$ cat src/rtl/lsu_mem_port.sv
// Load/store unit front end driving a word-addressed data-memory bus.
// Optional misaligned-access trap: define LSU_MISALIGN_TRAP_EN.
module lsu_mem_port #(
  parameter int ADDR_WIDTH     = 32,
  parameter int TIMEOUT_CYCLES = 255
) (
  input  logic                  clk,
  input  logic                  rst,
  input  logic                  MemWrite,
  input  logic                  MemRead,
  input  logic [2:0]            funct3,
  input  logic [ADDR_WIDTH-1:0] addr,
  input  logic [31:0]           wdata,
  output logic [31:0]           rdata,
  output logic                  Stall,
  output logic                  bus_err,
  output logic                  misalign,
  output logic                  mem_req,
  output logic                  mem_we,
  output logic [ADDR_WIDTH-1:0] mem_addr,
  output logic [3:0]            mem_be,
  output logic [31:0]           mem_wdata,
  input  logic                  mem_ready,
  input  logic [31:0]           mem_rdata
);

  localparam int CW = $clog2(TIMEOUT_CYCLES + 1);
  localparam logic [CW-1:0] LAST = CW'(TIMEOUT_CYCLES - 1);

  typedef enum logic [1:0] {IDLE, ACCESS, DONE} state_t;

  state_t        state;
  logic [1:0]    off_q;
  logic [2:0]    f3_q;
  logic [CW-1:0] cnt;
  logic          req;
  logic          f3_ok;
  logic          mis;
  logic [31:0]   sh;
  logic [31:0]   ld_val;

  assign req = MemRead | MemWrite;

  always_comb begin
    f3_ok = 1'b0;
    case (funct3)
      3'b000, 3'b001, 3'b010: f3_ok = 1'b1;
      3'b100, 3'b101:         f3_ok = ~MemWrite;
      default:                f3_ok = 1'b0;
    endcase
  end

`ifdef LSU_MISALIGN_TRAP_EN
  // Only legal half/word codes can be misaligned; 101 is not a store size.
  always_comb begin
    mis = 1'b0;
    case (funct3)
      3'b001:  mis = addr[0];
      3'b101:  mis = addr[0] & ~MemWrite;
      3'b010:  mis = |addr[1:0];
      default: mis = 1'b0;
    endcase
  end
`else
  assign mis = 1'b0;
`endif

  always_comb begin
    sh     = mem_rdata >> {off_q, 3'b000};
    ld_val = mem_rdata;
    case (f3_q)
      3'b000:  ld_val = {{24{sh[7]}}, sh[7:0]};
      3'b001:  ld_val = {{16{sh[15]}}, sh[15:0]};
      3'b100:  ld_val = {24'h0, sh[7:0]};
      3'b101:  ld_val = {16'h0, sh[15:0]};
      default: ld_val = mem_rdata;
    endcase
  end

  always_comb begin
    Stall = 1'b0;
    case (state)
      IDLE:    Stall = req;
      ACCESS:  Stall = 1'b1;
      default: Stall = 1'b0;
    endcase
  end

  always_ff @(posedge clk) begin
    if (rst) begin
      state     <= IDLE;
      off_q     <= '0;
      f3_q      <= '0;
      cnt       <= '0;
      mem_req   <= 1'b0;
      mem_we    <= 1'b0;
      mem_addr  <= '0;
      mem_be    <= '0;
      mem_wdata <= '0;
      rdata     <= '0;
      bus_err   <= 1'b0;
      misalign  <= 1'b0;
    end else begin
      bus_err  <= 1'b0;
      misalign <= 1'b0;
      case (state)
        IDLE: if (req) begin
          off_q    <= addr[1:0];
          f3_q     <= funct3;
          cnt      <= '0;
          mem_we   <= MemWrite;
          mem_addr <= {addr[ADDR_WIDTH-1:2], 2'b00};
          mem_be    <= 4'b1111;
          mem_wdata <= wdata;
          if (MemWrite) begin
            case (funct3[1:0])
              2'b00: begin
                mem_be    <= 4'b0001 << addr[1:0];
                mem_wdata <= {4{wdata[7:0]}};
              end
              2'b01: begin
                mem_be    <= 4'b0011 << addr[1:0];
                mem_wdata <= {2{wdata[15:0]}};
              end
              default: ;
            endcase
          end
          if (mis) begin
            state    <= DONE;
            rdata    <= '0;
            misalign <= 1'b1;
          end else if (!f3_ok) begin
            state   <= DONE;
            rdata   <= '0;
            bus_err <= 1'b1;
          end else begin
            state   <= ACCESS;
            mem_req <= 1'b1;
          end
        end
        ACCESS: begin
          if (mem_ready) begin
            state   <= DONE;
            mem_req <= 1'b0;
            if (!mem_we) rdata <= ld_val;
          end else if (cnt == LAST) begin
            state   <= DONE;
            mem_req <= 1'b0;
            rdata   <= '0;
            bus_err <= 1'b1;
          end else begin
            cnt <= cnt + CW'(1);
          end
        end
        DONE: begin
          state <= IDLE;
          cnt   <= '0;
        end
        default: state <= IDLE;
      endcase
    end
  end

endmodule

$ cat config.mk
export PLATFORM = sky130hd
export DESIGN_NAME = lsu_mem_port
export DESIGN_NICKNAME = d
export VERILOG_FILES = /design/src/rtl/lsu_mem_port.sv
export SDC_FILE = /design/constraint.sdc
export NUM_CORES = 1
export LEC_CHECK = 0
export CAP_MARGIN = 20
export CORE_MARGIN = 5
export CORE_UTILIZATION = 43
export CTS_CLUSTER_DIAMETER = 120
export CTS_CLUSTER_SIZE = 10
export DETAILED_ROUTE_END_ITERATION = 8
export GPL_TIMING_DRIVEN = 0
export PLACE_DENSITY = 0.8
export SETUP_SLACK_MARGIN = 0.1
export SLEW_MARGIN = 20
export SYNTH_ARGS = -nofsm -noshare
export SYNTH_HDL_FRONTEND = slang
export SYNTH_SLANG_ARGS = --single-unit
$ cat constraint.sdc
create_clock -name clk -period 2.15 [get_ports clk]
set_input_delay 0.43 -clock clk [delete_from_list [all_inputs] [get_ports clk]]
set_output_delay 0.43 -clock clk [all_outputs]
set_load 0.02 [all_outputs]
==> results.sh <==
export IMPL_design_die_area_sq_mm=0.0143
export IMPL_dp_cells=971
export IMPL_setup_violations=0
export IMPL_drc=0
export IMPL_fmax_mhz=495
export IMPL_grt_max_degree=17
export IMPL_dieHeight_um=120
export IMPL_grt_overflow=0
export IMPL_rrSetupSlack_ns=0.26
export IMPL_cts_tree="built"
export IMPL_drt_initial_drc_count=499
export IMPL_min_path_cells=3
export IMPL_final_max_slew_viol_count=0
export IMPL_drv_cap=0
export IMPL_diodes=0
export IMPL_synth_common_cells="144 x nand2_1, 116 x dfxtp_1, 64 x a21oi_1"
export IMPL_slew_limit_headroom_pct=53.1
export IMPL_setup_slack_ns=0.129
export IMPL_grt_pass1_wl_mm=28.1
export IMPL_worst_path_max_fanout=10
export IMPL_clk_pin_slew_ns=0.05
export IMPL_finalHoldViolations=0
export IMPL_layout_nets=953
export IMPL_leakage_uw=0.00300
export IMPL_required_ns=2.45
export IMPL_r2r_end="rdata[14]$_SDFFE_PP0P_"
export IMPL_ys_types=59
export IMPL_period_needed_ns=2.02
export IMPL_core_sq_mm=0.0119
export IMPL_ys_flop_type="dfxtp_1"
export IMPL_r2r_start="state[0]$_SDFFE_PP0P_"
export IMPL_wirelength_mm=17.9
export IMPL_r2r_cells=5
export IMPL_cts_max_level=4
export IMPL_p_total_uw=6640
export IMPL_insertion_delay_ns=0.41
export IMPL_clock_path_buffers=2
export IMPL_critPathKind="in -> reg"
export IMPL_post_synth_cell_area_avg_sq_um=8.34
export IMPL_fin_skew_ns=0.00738
export IMPL_dp_hpwl_mm=13.5
export IMPL_grtUsageTotal_pct=24.4
export IMPL_yosys_register_bits=116
export IMPL_async_flop_share_pct=0
export IMPL_nFillCells=988
export IMPL_seq_area_sq_mm=0.00232
export IMPL_gp_congestion=0.909
export IMPL_instances_no_fill=1007
export IMPL_dr_pass1_iters=8
export IMPL_rsz0062_at_grt="yes"
export IMPL_synth_edf_count=0
export IMPL_cts_made_buffers=17
export IMPL_startpoint_type="input port"
export IMPL_yosysTopAreaCellShare_pct=45.0
export IMPL_worst_hold_path_endpoint="mem_we$_SDFFE_PP0P_"
export IMPL_status="completed"
export IMPL_ios=209
export IMPL_hold_path_class="in -> reg"
export IMPL_yosys_warnings=0
export IMPL_multi_input_area_sq_mm=0.00263
export IMPL_yosysTopAreaCell="dfxtp_1"
export IMPL_port_buffers=203
export IMPL_grt_antenna_before_repair=0
export IMPL_finalCritPeriodShare_pct=94.0
export IMPL_std_cell_rows=40
export IMPL_hold_path_startpoint="MemWrite"
export IMPL_ys_seq_area_share_pct=45.0
export IMPL_worstSetupEndpointType="flip-flop"
export IMPL_place_ws_ns=-0.330
export IMPL_cts_sinks=116
export IMPL_worst_pin_slew_ns=0.696
export IMPL_vias=5544
export IMPL_synth_area_leaders="dfxtp_1 45%, nand2_1 10%, a21oi_1 6.2%"
export IMPL_die_w_um=120
export IMPL_powerDensity_mw_per_mm2=826
export IMPL_via_per_inst=5.51
export IMPL_cts_root_buf="clkbuf_16"
export IMPL_area_growth_syn_to_layout_pct=55.5
export IMPL_synth_most_common_cell="nand2_1"
export IMPL_initial_core_util_pct=43.4
export IMPL_wl_per_cell_um=17.8
export IMPL_syn_inst=619
export IMPL_grt_pass1_vias=5582
export IMPL_critPathArrivalTime_ns=2.32
export IMPL_syn_cell_area_sq_mm=0.00516
export IMPL_irDropWorstVdd_v=0.000472
export IMPL_drtAntennaViolNets=0
export IMPL_drive_gt1_share_pct=9.07
==> how the worst max path moves through the flow <==
stage               startpoint                         to  depth (start not counted)
detailed placement   funct3[1]      rdata[4]$_SDFFE_PP0P_                          5
global placement     funct3[1]      rdata[4]$_SDFFE_PP0P_                          5
finish               funct3[1]     rdata[14]$_SDFFE_PP0P_                          6
floorplan                  rst     rdata[21]$_SDFFE_PP0P_                          7
CTS                    MemRead  mem_addr[29]$_SDFFE_PP0P_                          6
global route         funct3[1]     rdata[14]$_SDFFE_PP0P_                          6
==> report_power, final <==
part | internal (uW) | total, uW | leakage [uW] | switching (uW)
Clock | 1780 | 2760 | 0.000285 | 977
Combinational | 657 | 1460 | 0.00176 | 804
Sequential | 2310 | 2420 | 0.000951 | 103
Total | 4750 | 6640 | 0.00300 | 1880
==> cells in the final DEF (no fill, tap or decap), types with 3 or more instances in the layout <==
cell,netlist,routed
clkdlybuf4s50_1,0,202
nand2_1,144,144
dfxtp_1,116,116
a21oi_1,64,63
nor2_1,51,51
clkbuf_1,32,31
mux2i_1,18,18
nand3_1,18,17
clkbuf_16,0,17
a31oi_1,14,14
nand2b_1,12,12
o21ai_0,10,10
o2bb2ai_2,10,10
a311oi_1,9,9
buf_2,9,8
buf_4,4,8
o31ai_1,7,7
nor2b_1,7,7
mux2_2,7,7
inv_1,6,6
o211ai_1,6,6
a32o_1,6,6
a2bb2oi_1,6,6
o221ai_1,6,6
o2bb2ai_1,6,6
clkinv_2,0,6
clkbuf_2,0,3
a22oi_1,3,3
conb_1,1,3
clkbuf_8,0,3
==> kinds of logic after synthesis <==
| logic type | share of synthesized area [%] |
|---|---|
| compound gates | 22.9 |
| other cells | 0.0726 |
| simple gates | 21.2 |
| mux | 5.23 |
| buf+inv | 4.80 |
| xor+xnor | 0.339 |
| flops | 45.0 |
| fa+ha+maj | 0.485 |
==> metal layers <==
metal  up-vias  share of wire (%)  track usage [%]
li1       2647                  -                -
met1      2571                 40             28.3
met2       286                 47             40.2
met3        40                 11             9.71
met4         0                2.8             9.95
met5         -                  0                0
==> area by class of cell <==
| cell class | instances | share of cell area (%) |
|---|---|---|
| Clock inverter | 10 | 1.31 |
| Inverter | 7 | 0.327 |
| Multi-Input combinational cell | 450 | 32.8 |
| Buffer | 48 | 2.84 |
| Sequential cell | 116 | 28.9 |
| Tap cell | 147 | 2.29 |
| Timing Repair Buffer | 207 | 25.7 |
| Clock buffer | 22 | 5.90 |
==> registers in the layout (all words and copies together) (netlist names) <==
name       flops
rdata         32
mem_wdata     32
mem_addr      30
bus_err        1
mem_be         4
mem_we         1
mem_req        1
state          2
f3_q           3
cnt            8
off_q          2
==> per-stage QoR <==
stage          TNS [ns]  instance area (sq um)  util (%)  hold WS, ns
4_1_cts               0                   7980      67.0        0.397
3_5_place_dp     -14.69                   7390      62.0        0.446
6_report              0                   8030      67.4        0.420
3_3_place_gp     -12.92                   7390      62.0        0.442
2_1_floorplan         0                   5170         -        0.458
5_1_grt               0                   8030      67.4        0.471
==> timing repair <==
item,CTS,global route
hold buffers,0,0
pin swaps,0,2
setup endpoints to repair,2,60
gates resized for setup,3,11
hold endpoints to repair,0,0
setup buffers,0,4
==> worst max-delay path, cell delays in order <==
cell and delay (ns):
clkdlybuf4s50_1 0.62, nand2_1 0.15, a311oi_2 0.45, a31oi_4 0.21, buf_2 0.24, a32o_1 0.22
Note: power is estimated with default switching activity, not from simulation.
==> RTL edit 1: new RTL, config.mk and constraints unchanged <==
Register the output `bus_err` once more, cleared by the reset; this adds one clock of latency there. The other outputs are not delayed to match.
--- a/src/rtl/lsu_mem_port.sv
+++ b/src/rtl/lsu_mem_port.sv
@@ -29,4 +29,6 @@
 
   typedef enum logic [1:0] {IDLE, ACCESS, DONE} state_t;
+
+  logic bus_err_s0;
 
   state_t        state;
@@ -99,8 +101,8 @@
       mem_wdata <= '0;
       rdata     <= '0;
-      bus_err   <= 1'b0;
+      bus_err_s0 <= 1'b0;
       misalign  <= 1'b0;
     end else begin
-      bus_err  <= 1'b0;
+      bus_err_s0 <= 1'b0;
       misalign <= 1'b0;
       case (state)
@@ -133,5 +135,5 @@
             state   <= DONE;
             rdata   <= '0;
-            bus_err <= 1'b1;
+            bus_err_s0 <= 1'b1;
           end else begin
             state   <= ACCESS;
@@ -148,5 +150,5 @@
             mem_req <= 1'b0;
             rdata   <= '0;
-            bus_err <= 1'b1;
+            bus_err_s0 <= 1'b1;
           end else begin
             cnt <= cnt + CW'(1);
@@ -162,4 +164,12 @@
   end
 
+  always_ff @(posedge clk) begin
+    if (rst) begin
+      bus_err <= '0;
+    end else begin
+      bus_err <= bus_err_s0;
+    end
+  end
+
 endmodule
 
Function: changed (a bounded check fails within 4 cycles, from zero or initial values and one cycle with rst high).
==> RTL edit 1 against the unedited design <==
- synthesized cell count up 0.81%
- sequential cell count increased by 1
- highest routed layer unchanged
- wire length increased by 6.2%
- register-to-register slack lost 0.13 ns
- critical path type unchanged
- setup slack lost 0.038 ns
- largest cell class unchanged
- area after synthesis up 1.7%
- power is 4.8% higher
- die area is 1.6% higher
- sequential share of layout area decreased by 0.22 points
- design area up 1.6%
- non-clock buffer count fell by 2
==> RTL edit 1: results (changes against the unedited design) <==
Critical path
  – Worst stage delay on the critical path: 0.52 ns (-0.10 ns)
  – Critical Path Sink: rdata[23]$_SDFFE_PP0P_
  – R2R cell count: 6 (+1)

Layout
  – Comb_multi_in: 452 (+0.44%)
  – Fraction of area in registers: 28.7% (-0.22 points)
  – Share of post-route cells with drive strength above 1: 9.06% (-0.011 points)
  – Nets: 954 (+0.10%)
  – Layout clock buffers: 24 (+9.1%)
  – Final-layout non-clock buffer area share: 27.8% (-0.70 points)
  – Fraction of area in multi-input gates: 33.2% (+0.48 points)
  – Final clock-cell share: 7.69% (+0.48 points)
  – Layout fillers: 959 (-2.9%)

Synthesis
  – Cell variety after synth: 54 (-8.5%)
  – Sequential-to-total area share from yosys stat: 44.6% (-0.39 points)
  – Mean post-synth cell area: 8.42 um2 (+0.93%)

Clock network
  – CTS Sinks: 117 (+0.86%)

Placement
  – Inst Count DP: 976 (+0.51%)
  – Post-DP HPWL: 14200 um (+5.2%)
  – Pre-CTS setup slack: -0.520 ns (-0.190 ns)
  – RePlAce Congestion: 0.934 (+2.8%)

GRT
  – GR met3 Demand/Resource: 10.8% (+1.0 points)
  – First-pass GRT wire length: 29800 um (+5.8%)
  – Met2 GRT Util: 43.0% (+2.8 points)
  – All-Layer GR Usage: 26.0% (+1.6 points)
  – Vias in the first global route: 5638 (+1.0%)

Route
  – Met1 WL: 7550 um (+5.6%)
  – Iteration count of the initial detailed-routing pass: 5 (-3)
  – Met3 routed wirelength: 2060 um (+6.5%)
  – Routed Wire Length: 19000 um (+6.2%)
  – WL/cell: 18.9 um (+6.1%)
  – Via density: 5.52 (+0.35%)

Pwr
  – Maximum VDD drop: 0.532 mV (+13%)

Timing
  – Clk_skew: 0.00974 ns (+0.00236 ns)
  – Min Hold Slack: 0.441 ns (+0.0211 ns)
  – Rel. slew slack: 51.1% (-2.0 points)

Floorplan
  – Width of the chip: 121 um (+0.79%)

Outcome
  – Status: completed
==> RTL edit 1: power breakdown <==
| group | internal (mW) | total [mW] | switching (mW) |
|---|---|---|---|
| clock | 2.03 | 3.02 | 0.991 |
| combinational | 0.671 | 1.50 | 0.827 |
| sequential | 2.33 | 2.43 | 0.102 |
==> RTL edit 1: cell families after synthesis <==
family	share of synthesized area [%]
multiplexers	5.36
flip-flops	44.6
other	0.0714
AND/OR/NAND/NOR	21.8
adder cells (fa/ha/maj)	0.476
AO/OA/AOI/OAI	22.7
XOR/XNOR	0.167
buffers and inverters	4.83
==> RTL edit 1: what timing repair did <==
item / in CTS / in global routing
endpoints found under the setup margin: 26 / 74
resized for setup: 4 / 20
pin swaps: 0 / 1
cloned: 0 / 0
==> RTL edit 1: critical path, delay by kind of cell <==
kind                   cells  cell delay, ns
buffers and inverters      3            0.98
AO/OA/AOI/OAI              2            0.60
AND/OR/NAND/NOR            2            0.38
==> RTL edit 2: new RTL, config.mk and constraints unchanged <==
Made on the original files. The parameter `TIMEOUT_CYCLES` goes from 255 to 510.
--- a/src/rtl/lsu_mem_port.sv
+++ b/src/rtl/lsu_mem_port.sv
@@ -3,5 +3,5 @@
 module lsu_mem_port #(
   parameter int ADDR_WIDTH     = 32,
-  parameter int TIMEOUT_CYCLES = 255
+  parameter int TIMEOUT_CYCLES = 510
 ) (
   input  logic                  clk,
Function: no difference found for any inputs over 4 cycles, from zero or initial values and one cycle with rst high; that may be too few to reach the edited logic, so the function may still have changed.
==> RTL edit 2 against the unedited design <==
- hold slack better by 0.011 ns
- power rose by 9.2%
- area after synthesis is 3.2% higher
- setup slack worse by 0.11 ns
- largest power group unchanged
- core utilization rose by 3.1 points
- via count grew 6.0%
- count of clock-buffer cells in the layout unchanged
- global-route usage up 0.61 points
- wire length up 10%
- design area up 5.9%
- synthesized cell count rose by 9.5%
- sequential cell count is 1 higher
- combinational power increased by 23%
- critical endpoint is now rdata[29]$_SDFFE_PP0P_
==> RTL edit 2: results (changes against the unedited design) <==
Hold path
  – Worst hold path type: in2reg
  – Hold path start: funct3[1]

Placement
  – Pre-CTS setup slack: -0.419 ns (-0.0894 ns)
  – RePlAce Congestion: 0.925 (+1.8%)
  – Port bufs: 204 (+0.49%)
  – Post-DP HPWL: 14200 um (+5.1%)
  – Placed cell area: 7590 um2 (+2.7%)

GRT
  – First-pass GRT wire length: 28800 um (+2.6%)
  – Vias in the first global route: 5617 (+0.63%)
  – Initial antenna violation count: 1 (+1)
  – All-Layer GR Usage: 25.0% (+0.61 points)
  – Largest net degree at the start of global routing: 17 (unchanged)

Layout
  – Layout fillers: 964 (-2.4%)
  – Share of post-route cells with drive strength above 1: 13.2% (+4.1 points)
  – Nets: 1019 (+6.9%)
  – Fin cells: 1094 (+8.6%)
  – Biggest registers after layout: mem_wdata x32, rdata x32, mem_addr x30

Clock network
  – Num CTS Buffers: 17 (unchanged)
  – Clock transition at the registers of the reported paths: 0.05 ns (about the same)
  – Worst-Skew Late Latency: 0.41 ns (about the same)
  – CTS Root Cell: clkbuf_16
  – CTS Buffer Depth: 2 (unchanged)
  – Htree depth: 4 (unchanged)

Route
  – Routed Wire Length: 19800 um (+10%)
  – Iteration count of the initial detailed-routing pass: 6 (-2)
  – Vias: 5879 (+6.0%)
  – Detailed Route Iter0 Violations: 463 (-7.2%)

Synthesis
  – Mean post-synth cell area: 7.86 um2 (-5.8%)
  – Cell variety after synth: 50 (-15%)
  – YS warnings: 0 (unchanged)
  – Post-synth ARST share: 0% (unchanged)
  – Sequential-to-total area share from yosys stat: 43.9% (-1.0 points)
  – Synth top cells by count: nand2_1 (153), dfxtp_1 (117), a21oi_1 (83)
  – Main area contributors after synthesis: dfxtp_1 (44%), nand2_1 (11%), a21oi_1 (7.8%), nor2_1 (5.2%), or4_1 (3.2%)

Critical path
  – Delay-heaviest family, CP: simple AND/OR/NAND/NOR gates
  – Slowest CP cell: or4_1
  – Worst setup path start: cnt[1]$_SDFFE_PP0P_
  – Crit Path Max Fanout: 7 (-3)
  – Worst stage delay on the critical path: 0.53 ns (-0.09 ns)
  – WP data arrival: 2.46 ns (+0.14 ns)

Timing
  – Final hold violations: 0 (unchanged)
  – Clk_skew: 0.00728 ns (-0.0000942 ns)
  – Final Max Tran Viols: 0 (unchanged)
  – Maximum operating frequency: 470 MHz (-5.1%)
  – Rel. slew slack: 49.1% (-4.0 points)

Pwr
  – Sw power: 2.08 mW (+11%)
  – Leak pwr: 3.12 nW (+4.0%)
  – Maximum VDD drop: 0.619 mV (+31%)

Outcome
  – Status: completed
==> RTL edit 2: repair_timing <==
item                       4_1_cts  5_1_grt
resized for setup                9       69
setup buffers                    1        6
setup endpoints to repair       63       86
pin swaps                        1       30
cloned                           0        3
==> RTL edit 2: cell type report <==
type                            count  area [um2]  area share, %
Sequential cell                   117        2350           27.6
Inverter                            2        7.51         0.0883
Multi-Input combinational cell    502        2890           33.9
Clock buffer                       22         484           5.69
Antenna cell                        1        2.50         0.0294
Timing Repair Buffer              214        2130           25.0
Clock inverter                      9         149           1.75
Tap cell                          168         210           2.47
Buffer                             59         288           3.38
==> RTL edit 2: power by group through the flow <==
stage / combinational (mW) / clock (mW) / sequential [mW]
3_3_place_gp: 1.66 / 0 / 2.46
4_1_cts: 1.69 / 3.05 / 2.43
3_5_place_dp: 1.67 / 0 / 2.47
5_1_grt: 1.91 / 3.14 / 2.44
6_report: 1.79 / 3.03 / 2.43
2_1_floorplan: 0.729 / 0 / 2.64
==> RTL edit 2: worst min-delay path, cell delays in order <==
cell and delay (ns):
dlymetal6s2s_1 0.20, nand2_1 0.10, a21oi_1 0.06
==> RTL edit 2: metal layers <==
layer	track usage (%)	up-vias	part of all wire [%]
li1	-	2828	-
met1	28.8	2737	40
met2	42.9	278	48
met3	9.84	36	10
met4	7.14	0	1.8
met5	0	-	0
==> RTL edit 2: path summary, 6_finish.rpt <==
path	to	slack, ns	cells after the start
setup / recovery	rdata[29]$_SDFFE_PP0P_	0.02	8
hold / removal	f3_q[1]$_SDFFE_PP0P_	0.43	3
setup reg to reg	rdata[29]$_SDFFE_PP0P_	0.02	8
hold reg to reg	mem_addr[28]$_SDFFE_PP0P_	0.45	2
==> RTL edit 2: kinds of logic (layout without fill, tap and decap cells) <==
kind of cell | count (synthesis) | in the layout | synth area share [%]
mux | 17 | 17 | 3.40
simple gates | 307 | 307 | 25.8
xor+xnor | 8 | 8 | 1.31
buf+inv | 61 | 306 | 5.21
other cells | 1 | 4 | 0.0704
fa+ha+maj | 2 | 2 | 0.469
compound gates | 165 | 165 | 19.7
flops | 117 | 117 | 43.9
